$ cat src/rtl/seg_frame_decoder.sv
// seg_frame_decoder: receive side of the seven-segment link. It deserialises NDIGITS
// MSB-first segment patterns, decodes them to BCD and a binary value, and flags frames
// the encoder could not have produced.
`default_nettype none

module seg_frame_decoder #(
  parameter int NDIGITS = 3,
  parameter int VW      = 10
) (
  input  logic                   clk,
  input  logic                   reset,
  input  logic                   start,
  input  logic                   sbit,
  input  logic                   sbit_vld,
  output logic                   busy,
  output logic                   done,
  output logic [4*NDIGITS-1:0]   digits,
  output logic [NDIGITS-1:0]     blank_mask,
  output logic [VW-1:0]          value,
  output logic                   err
);

  localparam int IW = (NDIGITS > 1) ? $clog2(NDIGITS) : 1;

  typedef enum logic [1:0] {
    S_IDLE  = 2'd0,
    S_SHIFT = 2'd1,
    S_DONE  = 2'd2
  } state_t;

  state_t               state_q;
  logic [2:0]           bit_cnt_q;
  logic [IW-1:0]        dig_idx_q;
  logic [6:0]           shreg_q;
  logic [4*NDIGITS-1:0] dig_sh_q, dig_sh_d;
  logic [NDIGITS-1:0]   blank_sh_q, blank_sh_d;
  logic                 err_sh_q, err_sh_d;
  logic                 nonblank_q, nonblank_d;
  logic [VW-1:0]        acc_q, acc_d;

  logic [7:0] pat;
  logic [3:0] dec_digit;
  logic       dec_blank;
  logic       dec_err;
  logic       accept;
  logic       byte_end;
  logic       last_bit;

  assign accept   = (state_q == S_SHIFT) && sbit_vld;
  assign byte_end = accept && (bit_cnt_q == 3'd7);
  assign last_bit = byte_end && (dig_idx_q == '0);

  // The eighth bit is still on the wire, so the pattern is decoded before it lands in shreg.
  always_comb begin
    pat       = {shreg_q, sbit};
    dec_digit = 4'hF;
    dec_blank = 1'b0;
    dec_err   = 1'b0;
    if (pat[7]) begin
      dec_err = 1'b1;
    end else begin
      case (pat[6:0])
        7'h3F: dec_digit = 4'd0;
        7'h06: dec_digit = 4'd1;
        7'h5B: dec_digit = 4'd2;
        7'h4F: dec_digit = 4'd3;
        7'h66: dec_digit = 4'd4;
        7'h6D: dec_digit = 4'd5;
        7'h7D: dec_digit = 4'd6;
        7'h07: dec_digit = 4'd7;
        7'h7F: dec_digit = 4'd8;
        7'h67: dec_digit = 4'd9;
        7'h00: begin dec_digit = 4'd0; dec_blank = 1'b1; end
        7'h77: begin dec_digit = 4'hA; dec_err = 1'b1; end
        7'h7C: begin dec_digit = 4'hB; dec_err = 1'b1; end
        7'h39: begin dec_digit = 4'hC; dec_err = 1'b1; end
        7'h5E: begin dec_digit = 4'hD; dec_err = 1'b1; end
        7'h79: begin dec_digit = 4'hE; dec_err = 1'b1; end
        7'h71: begin dec_digit = 4'hF; dec_err = 1'b1; end
        default: dec_err = 1'b1;
      endcase
    end
  end

  always_comb begin
    dig_sh_d   = dig_sh_q;
    blank_sh_d = blank_sh_q;
    err_sh_d   = err_sh_q;
    nonblank_d = nonblank_q;
    acc_d      = acc_q;
    if (byte_end) begin
      dig_sh_d[int'(dig_idx_q)*4 +: 4] = dec_digit;
      blank_sh_d[dig_idx_q]            = dec_blank;
      // Leading blanks only: a blank LSD or a blank after any lit digit is impossible.
      err_sh_d   = err_sh_q | dec_err |
                   (dec_blank & ((dig_idx_q == '0) | nonblank_q));
      nonblank_d = nonblank_q | ~dec_blank;
      acc_d      = VW'(acc_q * VW'(10)) + {{(VW-4){1'b0}}, dec_digit};
    end
  end

  always_ff @(posedge clk or posedge reset) begin
    if (reset) begin
      state_q    <= S_IDLE;
      bit_cnt_q  <= '0;
      dig_idx_q  <= '0;
      shreg_q    <= '0;
      dig_sh_q   <= '0;
      blank_sh_q <= '0;
      err_sh_q   <= 1'b0;
      nonblank_q <= 1'b0;
      acc_q      <= '0;
      busy       <= 1'b0;
      done       <= 1'b0;
      digits     <= '0;
      blank_mask <= '0;
      value      <= '0;
      err        <= 1'b0;
    end else begin
      case (state_q)
        S_IDLE: begin
          done <= 1'b0;
          if (start) begin
            state_q    <= S_SHIFT;
            busy       <= 1'b1;
            bit_cnt_q  <= '0;
            dig_idx_q  <= IW'(NDIGITS - 1);
            shreg_q    <= '0;
            dig_sh_q   <= '0;
            blank_sh_q <= '0;
            err_sh_q   <= 1'b0;
            nonblank_q <= 1'b0;
            acc_q      <= '0;
          end
        end
        S_SHIFT: begin
          if (accept) begin
            shreg_q    <= {shreg_q[5:0], sbit};
            bit_cnt_q  <= byte_end ? 3'd0 : bit_cnt_q + 3'd1;
            dig_sh_q   <= dig_sh_d;
            blank_sh_q <= blank_sh_d;
            err_sh_q   <= err_sh_d;
            nonblank_q <= nonblank_d;
            acc_q      <= acc_d;
            if (last_bit) begin
              state_q    <= S_DONE;
              busy       <= 1'b0;
              done       <= 1'b1;
              digits     <= dig_sh_d;
              blank_mask <= blank_sh_d;
              err        <= err_sh_d;
              value      <= err_sh_d ? '0 : acc_d;
            end else if (byte_end) begin
              dig_idx_q <= dig_idx_q - IW'(1);
            end
          end
        end
        S_DONE: begin
          state_q <= S_IDLE;
          done    <= 1'b0;
        end
        default: begin
          state_q <= S_IDLE;
          busy    <= 1'b0;
          done    <= 1'b0;
        end
      endcase
    end
  end

endmodule

`default_nettype wire

$ cat config.mk
export PLATFORM = sky130hd
export DESIGN_NAME = seg_frame_decoder
export DESIGN_NICKNAME = d
export VERILOG_FILES = /design/src/rtl/seg_frame_decoder.sv
export SDC_FILE = /design/constraint.sdc
export NUM_CORES = 1
export LEC_CHECK = 0
export CAP_MARGIN = 20
export CELL_PAD_IN_SITES_DETAIL_PLACEMENT = 0
export CELL_PAD_IN_SITES_GLOBAL_PLACEMENT = 2
export CORE_UTILIZATION = 36
export CTS_CLUSTER_SIZE = 20
export DETAILED_ROUTE_END_ITERATION = 8
export GPL_TIMING_DRIVEN = 1
export PLACE_DENSITY_LB_ADDON = 0.1
export SKIP_LAST_GASP = 1
export SLEW_MARGIN = 0
export SYNTH_ARGS = -nofsm -noshare
export SYNTH_HDL_FRONTEND = slang
export SYNTH_SLANG_ARGS = --single-unit
$ cat constraint.sdc
create_clock -name clk -period 4.6 [get_ports clk]
set_input_delay 0.92 -clock clk [delete_from_list [all_inputs] [get_ports clk]]
set_output_delay 0.92 -clock clk [all_outputs]
set_load 0.005 [all_outputs]
Yosys cells after proc, flatten, opt, wreduce, memory -nomap -nowiden
Cells that the tools add are included.
- add/subtract/negate cells: 4
- $mul: 1
- order comparisons: 2
- eq/ne operators: 23
- shifts and indexed selects: 2
- mux-type cells: 52
- bitwise gates (word level): 7
- reductions and logical operators: 17
- operators by type and width (operator ; count):
    equality test 7 bit (second input constant) ; 11
    one-hot mux 4 bit (15 select lines) ; 1
    2-to-1 mux 10 bit ; 4
    2-to-1 mux 12 bit ; 3
    negation 4 -> 33 bit ; 1
    variable shift 4 x 33 -> 12 bit (first input constant) ; 1
    indexed part select 4 x 33 -> 12 bit ; 1
    one-hot mux 12 bit (2 select lines) ; 1
    one-hot mux 10 bit (2 select lines) ; 1
    2-to-1 mux 1 bit ; 16
    2-to-1 mux 3 bit ; 5
    equality test 7 x 3 -> 1 bit (second input constant) ; 2
    equality test 7 x 6 -> 1 bit (second input constant) ; 2
    2-to-1 mux 2 bit ; 7
    2-to-1 mux 7 bit ; 2
    one-hot mux 7 bit (2 select lines) ; 1
    bitwise mux 12 bit ; 1
    one-hot mux 3 bit (2 select lines) ; 2
    OR reduction 11 bit ; 1
    adder 10 x 4 -> 10 bit ; 1
    multiplier 10 x 3 -> 9 bit (second input constant) ; 1
    inequality test 2 bit (second input constant) ; 5
    AND reduction 3 bit ; 3
    one-hot mux 2 bit (2 select lines) ; 2
    other kinds (23) ; 33
- flip-flop bits (word level): 69
- bits of input ports: 5
- output and inout bits: 28
- logic and storage cells: 123

Depth between registers and ports, before layout
- depth after elaboration: 9
- gate-level depth with buffers: 16
- depth with buffers taken out: 15

Worst setup path after synthesis
OpenSTA, ideal clock, no wires.
- path kind: input -> register
- start point: input sbit
- end point: register value[9]
- setup time: 95 ps
- data arrival time: 4139 ps
- data required time: 4505 ps
- path slack: 365 ps
- cell stages on the path: 15
- path buffers: 0
- cell sequence: nand3_1 a2111oi_4 or3_1 nor4b_2 nor3_2 inv_1 ha_1 inv_1 fa_1 nor2b_1 o21ai_1 or3_1 nor4_1 xnor3_1 o31ai_1
- longest elaborated chain between the ends: 8
- elaborated cells on any way between the ends: 31
- those cells by class: add/sub: 1; eq/ne: 15; mux: 9; bitwise: 3; reduce/logical: 3
- RTL lines (item ; line ; text):
    start, declared ; 13 ; input logic sbit,
    parallel branches: the longest is 7 deep, another holds adder 10 x 4 -> 10 bit ; -- ;
    2-to-1 mux 10 bit (*) ; 152 ; value <= err_sh_d ? '0 : acc_d;
    end signal, assigned ; 152 ;
    end, declared ; 19 ; output logic [VW-1:0] value,
Mark *: on every way between the ends.
A chain may end at the register's enable or synchronous reset.

Final worst setup path
Same ends and word-level chain as after synthesis.

==> parameters.txt <==
Parameter                              Value

Clock network
  Sink count of the clock tree ... 67
  Post-CTS Hold Fix Bufs ... 0
  TritonCTS buffer count ... 9
  Clock tree root driver cell ... sky130_fd_sc_hd__clkbuf_8
  Buffers inserted during post-CTS setup optimization ... 0
  Post-cts resize count ... 0
  TritonCTS clock tree ... built
  Maximum clock path buffer count ... 2
  Clock latency of the later-clocked register in the worst-skew pair ... 340 ps
  CTS HTree Levels ... 3
  Worst-path clk slew ... 70 ps

Floorplan
  Die width ... 102.2 µm
  Effective utilization at floorplan ... 36.99%
  Core region area ... 9774 µm²
  Vertical die dimension ... 102.2 µm
  Die area ... 10,450 µm²
  Standard-cell row count ... 36
  Top-level I/O count ... 33

Setup path
  Worst Setup Start Kind ... input pin
  Critical path class ... input pin to register
  Sort of element at the end of the critical path ... register
  R2R Path End ... value[9]
  CP Data Required Time ... 4840 ps
  Number of cells on the worst reg-to-reg path ... 15
  Critical-path top delay cell ... sky130_fd_sc_hd__or3_1
  Critical path's largest stage delay ... 450 ps
  Series of cell instances along the critical path ... dlymetal6s2s_1, nand3_1, a2111oi_4, or3_1, nor4b_4, nor3_2, inv_1, ha_1, inv_1, fa_1, nor2b_1, o21ai_1, or3_1, nor4_4, xnor3_1, o31ai_1
  FF-to-FF Start ... shreg_q[5]
  Crit path DAT ... 4330 ps
  Worst Path Max Fanout ... 5
  Register-to-register setup slack ... 600 ps

Route
  Vias per cell ... 5.101
  Routed Wire Length ... 8.990 mm
  Vias after detailed routing ... 2,877
  First-pass DRT Iterations ... 4
  Per-cell routed wire length ... 15.94 µm
  Post-route ant nets ... 0
  Remaining DRCs ... 0
  DRC violation total after the first TritonRoute iteration ... 74

Layout
  Antenna cell count ... 0
  Area occupied by registers ... 1677 µm²
  Area growth from synthesis to layout ... 23.56%
  Fillcell total ... 994
  Fraction of layout cells with a size suffix above 1 ... 11.37%
  Layout net count ... 453
  Area of the multi-input gates ... 1841 µm²
  Fin util ... 45.71%

Global routing
  Total gr overflow ... 0
  Pin count of the biggest net entering global routing ... 49
  Via count of the first global-routing pass ... 2,819
  Total global routing track utilization ... 19.09%
  Initial antenna violation count ... 0
  First-pass GRT wire length ... 15.00 mm

Timing
  Post-Route Hold Slack ... 465.7 ps
  Post-route worst setup slack ... 508.9 ps
  Maximum clock skew at final layout ... 8.365 ps
  Slew Limit Headroom ... 49.48%
  Hold violation count in the final report ... 0
  Final period util ... 88.94%
  Maximum frequency from static timing analysis ... 244.4 MHz
  Shortest period the worst path allows ... 4091 ps
  Setup violation total in the final timing report ... 0
  Number of max-slew violations in the final report ... 0
  Unrepaired setup endpoints after global routing ... false
  Worst-Margin Slew ... 752.1 ps
  Total Negative Setup Slacks ... 0 ps

Logic synthesis
  Most common cell in the netlist ... sky130_fd_sc_hd__nand2_1
  Post-synthesis cell count ... 376
  Primary flip-flop cell chosen by synthesis mapping ... sky130_fd_sc_hd__dfrtp_1
  Cell accounting for the most synthesized area ... sky130_fd_sc_hd__dfrtp_1
  Post-synth net total ... 403
  Mapped cell area ... 3616 µm²
  Synth top area cells ... sky130_fd_sc_hd__dfrtp_1, sky130_fd_sc_hd__nand2_1, sky130_fd_sc_hd__ha_1
  Top cells by instance count after synthesis ... sky130_fd_sc_hd__nand2_1, sky130_fd_sc_hd__dfrtp_1, sky130_fd_sc_hd__o21ai_0
  Seq cells post-synth ... 67
  Yosys cell types ... 55
  Post-synth ARST share ... 100.0%
  Area fraction of the dominant cell type after synthesis ... 46.37%
  Yosys Warn Count ... 0
  Syn_area_per_cell ... 9.617 µm²
  Number of enable-type register cells in the synthesized netlist ... 0
  Proportion of synthesized chip area in sequential cells ... 46.37%

Power and ir drop
  Worst-case vdd ir drop ... 0.2487 mV
  Leakage power summed over all cells ... 2.036 nW
  Overall power consumption ... 2.638 mW
  Power per unit of standard cell area ... 590.5 nW/µm²

Hold path
  Source of the worst hold timing path ... digits[8]
  Cell count of the worst hold path ... 2
  Worst hold path endpoint ... digits[8]
  Class of the worst hold path ... register to register

Placement
  Dpl hpwl ... 6.347 mm
  IO Port Bufs ... 32
  Global placement routability congestion ... 0.8527
  Worst Setup Slack post-DPL ... -287.7 ps

Run status
  Run status ... finished, final reports clean

Job
  Max capacitance violation total ... 0
final cells by class:
type	count	area share, %
clock buffers	11	2.940
clock inverters	5	1.736
inverters	16	1.344
multi-input cells	276	41.19
flip-flops and latches	67	37.52
well taps	133	3.724
repair buffers	56	11.54
how the worst max path moves through the flow:
stage	startpoint	end	slack (ps)	cells after the start
2_1_floorplan	sbit	value[9]	370	15
3_3_place_gp	sbit	value[9]	-150	16
3_5_place_dp	sbit	value[9]	-290	16
4_1_cts	sbit	value[9]	30	16
5_1_grt	sbit	value[9]	280	17
6_report	sbit	value[9]	510	16
sequential cells by signal (all words and copies together), names as in the netlist, 2 cells and up:
signal      count
blank_mask      3
bit_cnt_q       3
dig_sh_q       12
acc_q           9
blank_sh_q      2
shreg_q         7
dig_idx_q       2
state_q         2
value          10
digits         12
per-layer routing:
layer	GRT usage [%]	wire [µm]	vias up	share of wire (%)
li1	-	-	1428	-
met1	27.26	4498	1393	50
met2	29.94	4140	49	46
met3	2.736	272	7	3.0
met4	5.934	78	0	0.87
met5	0	0	-	0
logic make-up (layout without fill, tap and decap cells):
| group | count (synthesis) | count (layout) | synth area share, % |
|---|---|---|---|
| mux | 4 | 4 | 1.142 |
| flops | 67 | 67 | 46.37 |
| compound gates | 89 | 89 | 16.75 |
| simple gates | 148 | 148 | 20.59 |
| fa+ha+maj | 22 | 22 | 8.028 |
| buf+inv | 33 | 88 | 3.599 |
| xor+xnor | 13 | 13 | 3.529 |
cells in the final DEF, fill, tap and decap left out, types with 5 or more instances in the layout:
master	n
sky130_fd_sc_hd__a21oi_1	13
sky130_fd_sc_hd__a22o_1	11
sky130_fd_sc_hd__buf_4	23
sky130_fd_sc_hd__clkbuf_8	9
sky130_fd_sc_hd__clkdlybuf4s50_1	31
sky130_fd_sc_hd__dfrtp_1	67
sky130_fd_sc_hd__ha_1	20
sky130_fd_sc_hd__inv_1	15
sky130_fd_sc_hd__nand2_1	74
sky130_fd_sc_hd__nand3_1	7
sky130_fd_sc_hd__nand3b_1	11
sky130_fd_sc_hd__nor2_1	20
sky130_fd_sc_hd__o21ai_0	25
sky130_fd_sc_hd__o21ai_1	7
sky130_fd_sc_hd__o31ai_1	7
sky130_fd_sc_hd__or3_1	5
sky130_fd_sc_hd__xnor2_1	5
sky130_fd_sc_hd__xor2_1	7
worst max-delay path, delay by kind of cell:
kind,cells,cell delay [ps]
xor gates and xnor gates,1,350
and+or+nand+nor,7,1850
adders and majority gates,2,520
AOI/OAI and AO/OA,3,400
buffers and inverters,3,290
report_power, final:
group | internal (mW) | leakage (nW) | switching (mW)
registers | 0.746 | 0.890 | 0.172
clock network | 0.304 | 0.103 | 0.230
logic | 0.587 | 1.04 | 0.599
per-stage QoR:
step                instances  instance area, µm²
floorplan                 376                3616
global placement          547                4213
detailed placement        547                4213
CTS                       563                4422
global route              564                4468
finish                    564                4468
Power figures use the tool's default switching activity.
